===== config.mk =====
export PLATFORM = sky130hd
export DESIGN_NAME = vga_scanout
export DESIGN_NICKNAME = d
export VERILOG_FILES = /design/src/rtl/vga_scanout.sv
export SDC_FILE = /design/constraint.sdc
export NUM_CORES = 1
export LEC_CHECK = 0
export CAP_MARGIN = 15
export CORE_ASPECT_RATIO = 0.8
export CORE_MARGIN = 3
export CORE_UTILIZATION = 35
export DETAILED_ROUTE_END_ITERATION = 8
export HOLD_SLACK_MARGIN = 0.02
export PLACE_DENSITY_LB_ADDON = 0.25
export SETUP_SLACK_MARGIN = 0.2
export SYNTH_ARGS = -nofsm -noshare
export SYNTH_HDL_FRONTEND = slang
export SYNTH_SLANG_ARGS = --single-unit

===== constraint.sdc =====
create_clock -name clk -period 8.6 [get_ports clk]
set_input_delay 2.15 -clock clk [delete_from_list [all_inputs] [get_ports clk]]
set_output_delay 2.15 -clock clk [all_outputs]
set_load 0.01 [all_outputs]

===== src/rtl/vga_scanout.sv =====
// VGA scanout for the CHIP-8 framebuffer: lores 64x32 or hires 128x64, scaled with sub-counters.
// Colour, syncs and blanking all travel the same two-tick fetch pipeline so they leave aligned.
module vga_scanout #(
    parameter int unsigned H_ACTIVE = 640,
    parameter int unsigned H_FP     = 16,
    parameter int unsigned H_SYNC   = 96,
    parameter int unsigned H_BP     = 48,
    parameter int unsigned V_ACTIVE = 480,
    parameter int unsigned V_FP     = 10,
    parameter int unsigned V_SYNC   = 2,
    parameter int unsigned V_BP     = 33,
    parameter logic        SYNC_NEG = 1'b1,
    parameter logic [11:0] FB_BASE  = 12'h000,
    parameter int unsigned LO_SX    = 10,
    parameter int unsigned LO_SY    = 15,
    parameter int unsigned HI_SX    = 5,
    parameter int unsigned HI_SY    = 7,
    parameter int unsigned HI_YOFF  = 16
) (
    input  logic        clk,
    input  logic        reset,
    input  logic        timer_vga_tick,
    input  logic        hires,
    input  logic [11:0] fg_color,
    input  logic [11:0] bg_color,
    output logic [11:0] memory_addr,
    input  logic [7:0]  memory_data,
    output logic [3:0]  vga_r,
    output logic [3:0]  vga_g,
    output logic [3:0]  vga_b,
    output logic        vga_hsync,
    output logic        vga_vsync,
    output logic        vblank,
    output logic        frame_pulse
);
    localparam int unsigned H_TOTAL = H_ACTIVE + H_FP + H_SYNC + H_BP;
    localparam int unsigned V_TOTAL = V_ACTIVE + V_FP + V_SYNC + V_BP;
    localparam int unsigned HW = $clog2(H_TOTAL);
    localparam int unsigned VW = $clog2(V_TOTAL);

    localparam logic [HW-1:0] H_LAST  = HW'(H_TOTAL - 1);
    localparam logic [HW-1:0] HS_ON   = HW'(H_ACTIVE + H_FP);
    localparam logic [HW-1:0] HS_OFF  = HW'(H_ACTIVE + H_FP + H_SYNC);
    localparam logic [HW-1:0] LO_XEND = HW'(64 * LO_SX);
    localparam logic [HW-1:0] HI_XEND = HW'(128 * HI_SX);
    localparam logic [VW-1:0] V_LAST  = VW'(V_TOTAL - 1);
    localparam logic [VW-1:0] VS_ON   = VW'(V_ACTIVE + V_FP);
    localparam logic [VW-1:0] VS_OFF  = VW'(V_ACTIVE + V_FP + V_SYNC);
    localparam logic [VW-1:0] V_ACT   = VW'(V_ACTIVE);
    localparam logic [VW-1:0] LO_YEND = VW'(32 * LO_SY);
    localparam logic [VW-1:0] HI_YBEG = VW'(HI_YOFF);
    localparam logic [VW-1:0] HI_YEND = VW'(HI_YOFF + 64 * HI_SY);
    localparam logic [7:0]    LO_SX_LAST = 8'(LO_SX - 1);
    localparam logic [7:0]    LO_SY_LAST = 8'(LO_SY - 1);
    localparam logic [7:0]    HI_SX_LAST = 8'(HI_SX - 1);
    localparam logic [7:0]    HI_SY_LAST = 8'(HI_SY - 1);

    logic [HW-1:0] h_q, h_d;
    logic [VW-1:0] v_q, v_d;
    logic          mode_q, mode_d;
    logic [7:0]    x_sub_q, x_sub_d, fb_x_q, fb_x_d;
    logic [7:0]    y_sub_q, y_sub_d, fb_y_q, fb_y_d;
    logic [11:0]   addr_q, addr_d;
    logic          s1_img_q, s1_img_d, s1_load_q, s1_load_d;
    logic [2:0]    s1_bit_q, s1_bit_d;
    logic          s1_hs_q, s1_hs_d, s1_vs_q, s1_vs_d, s1_vb_q, s1_vb_d;
    logic [7:0]    pix_byte_q, pix_byte_d;
    logic [11:0]   rgb_q, rgb_d;
    logic          hsync_q, hsync_d, vsync_q, vsync_d;
    logic          vblank_q, vblank_d, frame_pulse_q, frame_pulse_d;

    logic          mode_eff, in_img, fetch;
    logic [7:0]    sx_last, sy_last;
    logic [11:0]   line_off, fetch_addr;

    always_comb begin
        h_d = h_q;  v_d = v_q;  mode_d = mode_q;
        x_sub_d = x_sub_q;  fb_x_d = fb_x_q;  y_sub_d = y_sub_q;  fb_y_d = fb_y_q;
        addr_d = addr_q;
        s1_img_d = s1_img_q;  s1_load_d = s1_load_q;  s1_bit_d = s1_bit_q;
        s1_hs_d = s1_hs_q;  s1_vs_d = s1_vs_q;  s1_vb_d = s1_vb_q;
        pix_byte_d = pix_byte_q;  rgb_d = rgb_q;
        hsync_d = hsync_q;  vsync_d = vsync_q;  vblank_d = vblank_q;
        frame_pulse_d = 1'b0;

        // The frame-start tick already scans with the mode it latches.
        mode_eff = (h_q == '0 && v_q == '0) ? hires : mode_q;
        sx_last  = mode_eff ? HI_SX_LAST : LO_SX_LAST;
        sy_last  = mode_eff ? HI_SY_LAST : LO_SY_LAST;
        if (mode_eff) begin
            in_img = (h_q < HI_XEND) && (v_q >= HI_YBEG) && (v_q < HI_YEND);
        end else begin
            in_img = (h_q < LO_XEND) && (v_q < LO_YEND);
        end
        fetch      = in_img && (fb_x_q[2:0] == 3'd0) && (x_sub_q == '0);
        line_off   = mode_eff ? {fb_y_q, 4'b0} : {1'b0, fb_y_q, 3'b0};
        fetch_addr = FB_BASE + line_off + {7'b0, fb_x_q[7:3]};

        if (timer_vga_tick) begin
            mode_d = mode_eff;
            if (h_q == H_LAST) begin
                h_d = '0;  x_sub_d = '0;  fb_x_d = '0;
                if (v_q == V_LAST) begin
                    v_d = '0;  y_sub_d = '0;  fb_y_d = '0;
                end else begin
                    v_d = v_q + 1'b1;
                    // Hires rows only start counting once the letterbox is passed.
                    if (!mode_eff || v_q >= HI_YBEG) begin
                        if (y_sub_q == sy_last) begin
                            y_sub_d = '0;
                            fb_y_d  = fb_y_q + 1'b1;
                        end else begin
                            y_sub_d = y_sub_q + 1'b1;
                        end
                    end
                end
            end else begin
                h_d = h_q + 1'b1;
                if (x_sub_q == sx_last) begin
                    x_sub_d = '0;
                    fb_x_d  = fb_x_q + 1'b1;
                end else begin
                    x_sub_d = x_sub_q + 1'b1;
                end
            end

            if (fetch) addr_d = fetch_addr;
            s1_img_d  = in_img;
            s1_load_d = fetch;
            s1_bit_d  = ~fb_x_q[2:0];
            s1_hs_d   = (h_q >= HS_ON) && (h_q < HS_OFF);
            s1_vs_d   = (v_q >= VS_ON) && (v_q < VS_OFF);
            s1_vb_d   = (v_q >= V_ACT);

            if (s1_load_q) pix_byte_d = memory_data;
            if (!s1_img_q) begin
                rgb_d = '0;
            end else if (pix_byte_d[s1_bit_q]) begin
                rgb_d = fg_color;
            end else begin
                rgb_d = bg_color;
            end
            hsync_d       = s1_hs_q ^ SYNC_NEG;
            vsync_d       = s1_vs_q ^ SYNC_NEG;
            vblank_d      = s1_vb_q;
            frame_pulse_d = s1_vb_q && !vblank_q;
        end
    end

    always_ff @(posedge clk) begin
        if (reset) begin
            h_q <= '0;  v_q <= '0;  mode_q <= 1'b0;
            x_sub_q <= '0;  fb_x_q <= '0;  y_sub_q <= '0;  fb_y_q <= '0;
            addr_q <= FB_BASE;
            s1_img_q <= 1'b0;  s1_load_q <= 1'b0;  s1_bit_q <= '0;
            s1_hs_q <= 1'b0;  s1_vs_q <= 1'b0;  s1_vb_q <= 1'b0;
            pix_byte_q <= '0;  rgb_q <= '0;
            hsync_q <= SYNC_NEG;  vsync_q <= SYNC_NEG;
            vblank_q <= 1'b0;  frame_pulse_q <= 1'b0;
        end else begin
            h_q <= h_d;  v_q <= v_d;  mode_q <= mode_d;
            x_sub_q <= x_sub_d;  fb_x_q <= fb_x_d;  y_sub_q <= y_sub_d;  fb_y_q <= fb_y_d;
            addr_q <= addr_d;
            s1_img_q <= s1_img_d;  s1_load_q <= s1_load_d;  s1_bit_q <= s1_bit_d;
            s1_hs_q <= s1_hs_d;  s1_vs_q <= s1_vs_d;  s1_vb_q <= s1_vb_d;
            pix_byte_q <= pix_byte_d;  rgb_q <= rgb_d;
            hsync_q <= hsync_d;  vsync_q <= vsync_d;
            vblank_q <= vblank_d;  frame_pulse_q <= frame_pulse_d;
        end
    end

    assign memory_addr = addr_q;
    assign vga_r       = rgb_q[11:8];
    assign vga_g       = rgb_q[7:4];
    assign vga_b       = rgb_q[3:0];
    assign vga_hsync   = hsync_q;
    assign vga_vsync   = vsync_q;
    assign vblank      = vblank_q;
    assign frame_pulse = frame_pulse_q;
endmodule


==> flow_summary_export.csv <==
group,metric,value,unit
global_routing,grt_pass1_vias,4487,
critical_path,cp_max_fo,11,
cts,htreeDepth,3,
route,drc,0,
critical_path,critPathKind,"primary input to flip-flop",
cts,cts_buffers,9,
floorplanning,io_pins,64,
route,via_per_inst,5.596,
final_layout,layout-drive-gt1-share,6.922,%
synth,async_flop_share,0,%
synth,synth_edf_count,0,
cts,cts_resized,0,
synth,synth.distinct_cells,65,
run,maxCapViolCount,0,
critical_path,cp_slowest_cell,"clkdlybuf4s50_1",
cts,clockBufferDepth,2,
sta,finClkSkew,0.008291,ns
cts,worstSkewPairLatency,0.36,ns
sta,rsz0062_at_grt,"no",
final_layout,final_util,43.48,%
sta,period_share,62.90,%
sta,finalWorstSetupSlack,3.190,ns
floorplanning,initial_utilization,36.43,%
global_routing,overflow,0,
global_routing,grt_pass1_wl,22970,µm
route,routed_wl,13790,µm
critical_path,cp_num_buf_inv,2,
sta,whs,0.4556,ns
outcome,outcome,"finished clean",
route,firstDrtPassIters,4,
sta,relSlewSlack,38.12,%
sta,tightest_slew,0.9137,ns
cts,cts_root_buf,"clkbuf_16",
min_path,hold_class,"flip-flop to flip-flop",
critical_path,cp-start-kind,"primary input",
global_routing,grt_max_degree,66,
cts,post_cts_buffers,0,
synth,synth_seq_cells,97,
critical_path,path_delay_family,"simple AND/OR/NAND/NOR gates",
final_layout,antenna_cells,0,
power,leakage,2.183,nW
global_routing,antenna_found_initial,0,
synth,syn_nets,686,
synth,seq_area_frac_synth,36.53,%
critical_path,worstPathArrival,5.62,ns
sta,hold_violations,0,
floorplanning,die_x,143.8,µm
global_routing,track_usage,16.81,%
place,io_buffers,63,
floorplanning,core_area,14590,µm²
synth,synth_ff_type,"dfxtp_1",
sta,setup_violations,0,
sta,min_period,5.410,ns
place,dp_hpwl,9735,µm
synth,synth_area,5315,µm²
cts,cts_tree,"done",
sta,fin_tns_setup,0,ns
place,place_congestion,0.8076,
cts,postCtsHoldBufs,0,
critical_path,critPathMaxStageDelay,0.61,ns
final_layout,syn_to_final_growth,19.35,%
floorplanning,rows,39,
critical_path,end_kind,"flip-flop",
route,vias,4829,
synth,synth_warnings,0,
sta,clock.fmax,184.9,MHz
synth,syn_inst,636,
critical_path,critPathRequiredTime,8.81,ns
final_layout,fin_nets,724,
synth,avgSynthCellArea,8.357,µm²
floorplanning,die_area,16710,µm²
route,wire_per_inst,15.98,µm
route,ant_nets,0,
power,vdd_drop_max,0.09483,mV
cts,path_clk_slew,0.07,ns
power,cellPowerDensity,156.3,nW/µm²
critical_path,path_cells,"clkdlybuf4s50_1 -> inv_1 -> nor3_2 -> nor2_1 -> mux2_2 -> fa_1 -> and2_1 -> and3_1 -> mux2i_1 -> a21oi_1 -> a311oi_1 -> nor3_1",
sta,slew_viol_final,0,
cts,cts_num_sinks,97,
route,dr.first_iter.drc_count,412,
floorplanning,die_h,116.2,µm
place,pre_cts_slack,2.907,ns
-- cells in the final DEF, fill, tap and decap left out, types with 9 or more instances in the layout --
cell type | netlist | layout
or4_1 | 9 | 9
nand4_1 | 17 | 17
a21oi_1 | 43 | 43
or3_1 | 14 | 14
inv_1 | 19 | 19
o211ai_1 | 11 | 11
a211oi_1 | 11 | 11
nor3_1 | 13 | 13
xor2_1 | 15 | 15
o21ai_0 | 15 | 15
ha_1 | 13 | 13
dfxtp_1 | 97 | 97
nand3_1 | 36 | 36
clkdlybuf4s50_1 | 0 | 61
nand2_1 | 69 | 69
mux2_1 | 10 | 10
nor2_1 | 58 | 58
xnor2_1 | 11 | 11
clkbuf_16 | 0 | 9
and3_1 | 13 | 13
mux2i_1 | 14 | 14
-- cell families after synthesis --
logic type,Yosys count,share of synthesized area (%)
multiplexers,33,7.721
flip-flops,97,36.53
buffers and inverters,63,4.967
adder cells (fa/ha/maj),14,3.437
XOR/XNOR,26,4.284
AND/OR/NAND/NOR,275,27.17
AO/OA/AOI/OAI,128,15.89
-- registers in the layout (all words and copies together), names as in the netlist, 8 cells and up --
signal,cells
h_q,10
fb_y_q,8
x_sub_q,8
v_q,10
pix_byte_q,8
memory_addr,12
fb_x_q,8
rgb_q,12
y_sub_q,8
-- synthesized netlist by cell type, types with 3 or more instances --
master | n | area (µm²)
nor4b_1 | 5 | 43.79
dfxtp_1 | 97 | 1942
or3_1 | 14 | 87.58
a21oi_1 | 43 | 215.2
xnor2_1 | 11 | 96.34
nand2_1 | 69 | 259.0
o31ai_1 | 8 | 60.06
inv_1 | 19 | 71.32
mux4_2 | 5 | 112.6
ha_1 | 13 | 162.7
and2_1 | 6 | 37.54
o21a_1 | 3 | 22.52
nand3b_1 | 5 | 37.54
or4_1 | 9 | 67.56
mux2_1 | 10 | 112.6
clkbuf_1 | 25 | 93.84
nand2b_1 | 3 | 18.77
o211ai_1 | 11 | 82.58
nand4_1 | 17 | 106.4
a211oi_1 | 11 | 82.58
nor2_1 | 58 | 217.7
o21ai_0 | 15 | 75.07
mux2_2 | 4 | 45.04
and3_1 | 13 | 81.33
nor4_1 | 4 | 25.02
nor3_1 | 13 | 65.06
o41ai_1 | 3 | 26.28
a22oi_1 | 4 | 30.03
a31oi_1 | 5 | 31.28
nand3_1 | 36 | 180.2
nor3b_1 | 8 | 60.06
nor3_2 | 4 | 40.04
xor2_1 | 15 | 131.4
buf_1 | 5 | 18.77
mux2i_1 | 14 | 140.1
buf_2 | 10 | 50.05
-- path summary, 6_finish.rpt --
kind	cells after the start	start	to	slack, ns
setup / recovery	12	hires	memory_addr[11]	3.19
hold / removal	2	pix_byte_q[7]	pix_byte_q[7]	0.46
setup reg to reg	12	v_q[6]	memory_addr[11]	4.49
hold reg to reg	2	pix_byte_q[7]	pix_byte_q[7]	0.46
-- where the power goes --
group	internal [W]	switching, W	total (W)
clock network	0.000234	0.000181	0.000414
logic	0.0000494	0.0000589	0.000108
registers	0.000457	0.0000113	0.000469
-- metal layers --
layer | global-route usage [%] | wire (µm) | vias to the layer above
met5 | 0 | 0 | -
met4 | 4.266 | 179 | 0
met3 | 4.503 | 570 | 15
met2 | 25.07 | 6054 | 120
met1 | 24.19 | 6987 | 2307
li1 | - | - | 2387
-- final cells by class --
| type | instances | area (µm²) |
|---|---|---|
| fillers | 1427 | 8247 |
| multi-input cells | 476 | 3117 |
| flip-flops and latches | 97 | 1942 |
| repair buffers | 70 | 673.1 |
| clock buffers | 10 | 239.0 |
| well taps | 184 | 230.2 |
| inverters | 20 | 75.07 |
| clock inverters | 6 | 67.56 |
-- worst min-delay path: cells and delay by family, from the launching register on --
family           cells  cell delay (ns)
AND/OR/NAND/NOR      1             0.05
flip-flops           1             0.31
AO/OA/AOI/OAI        1             0.05
-- through the flow --
| step | std cells | power, W | area (µm²) |
|---|---|---|---|
| after detailed placement | 847 | 0.0005867 | 6037 |
| after CTS | 863 | 0.001003 | 6344 |
| final | 863 | 0.0009913 | 6344 |
| after floorplan | 636 | 0.0005443 | 5315 |
| after global routing | 863 | 0.001032 | 6344 |
| after global placement | 847 | 0.0005845 | 6037 |
No activity file was read; power rests on OpenSTA's default activity.
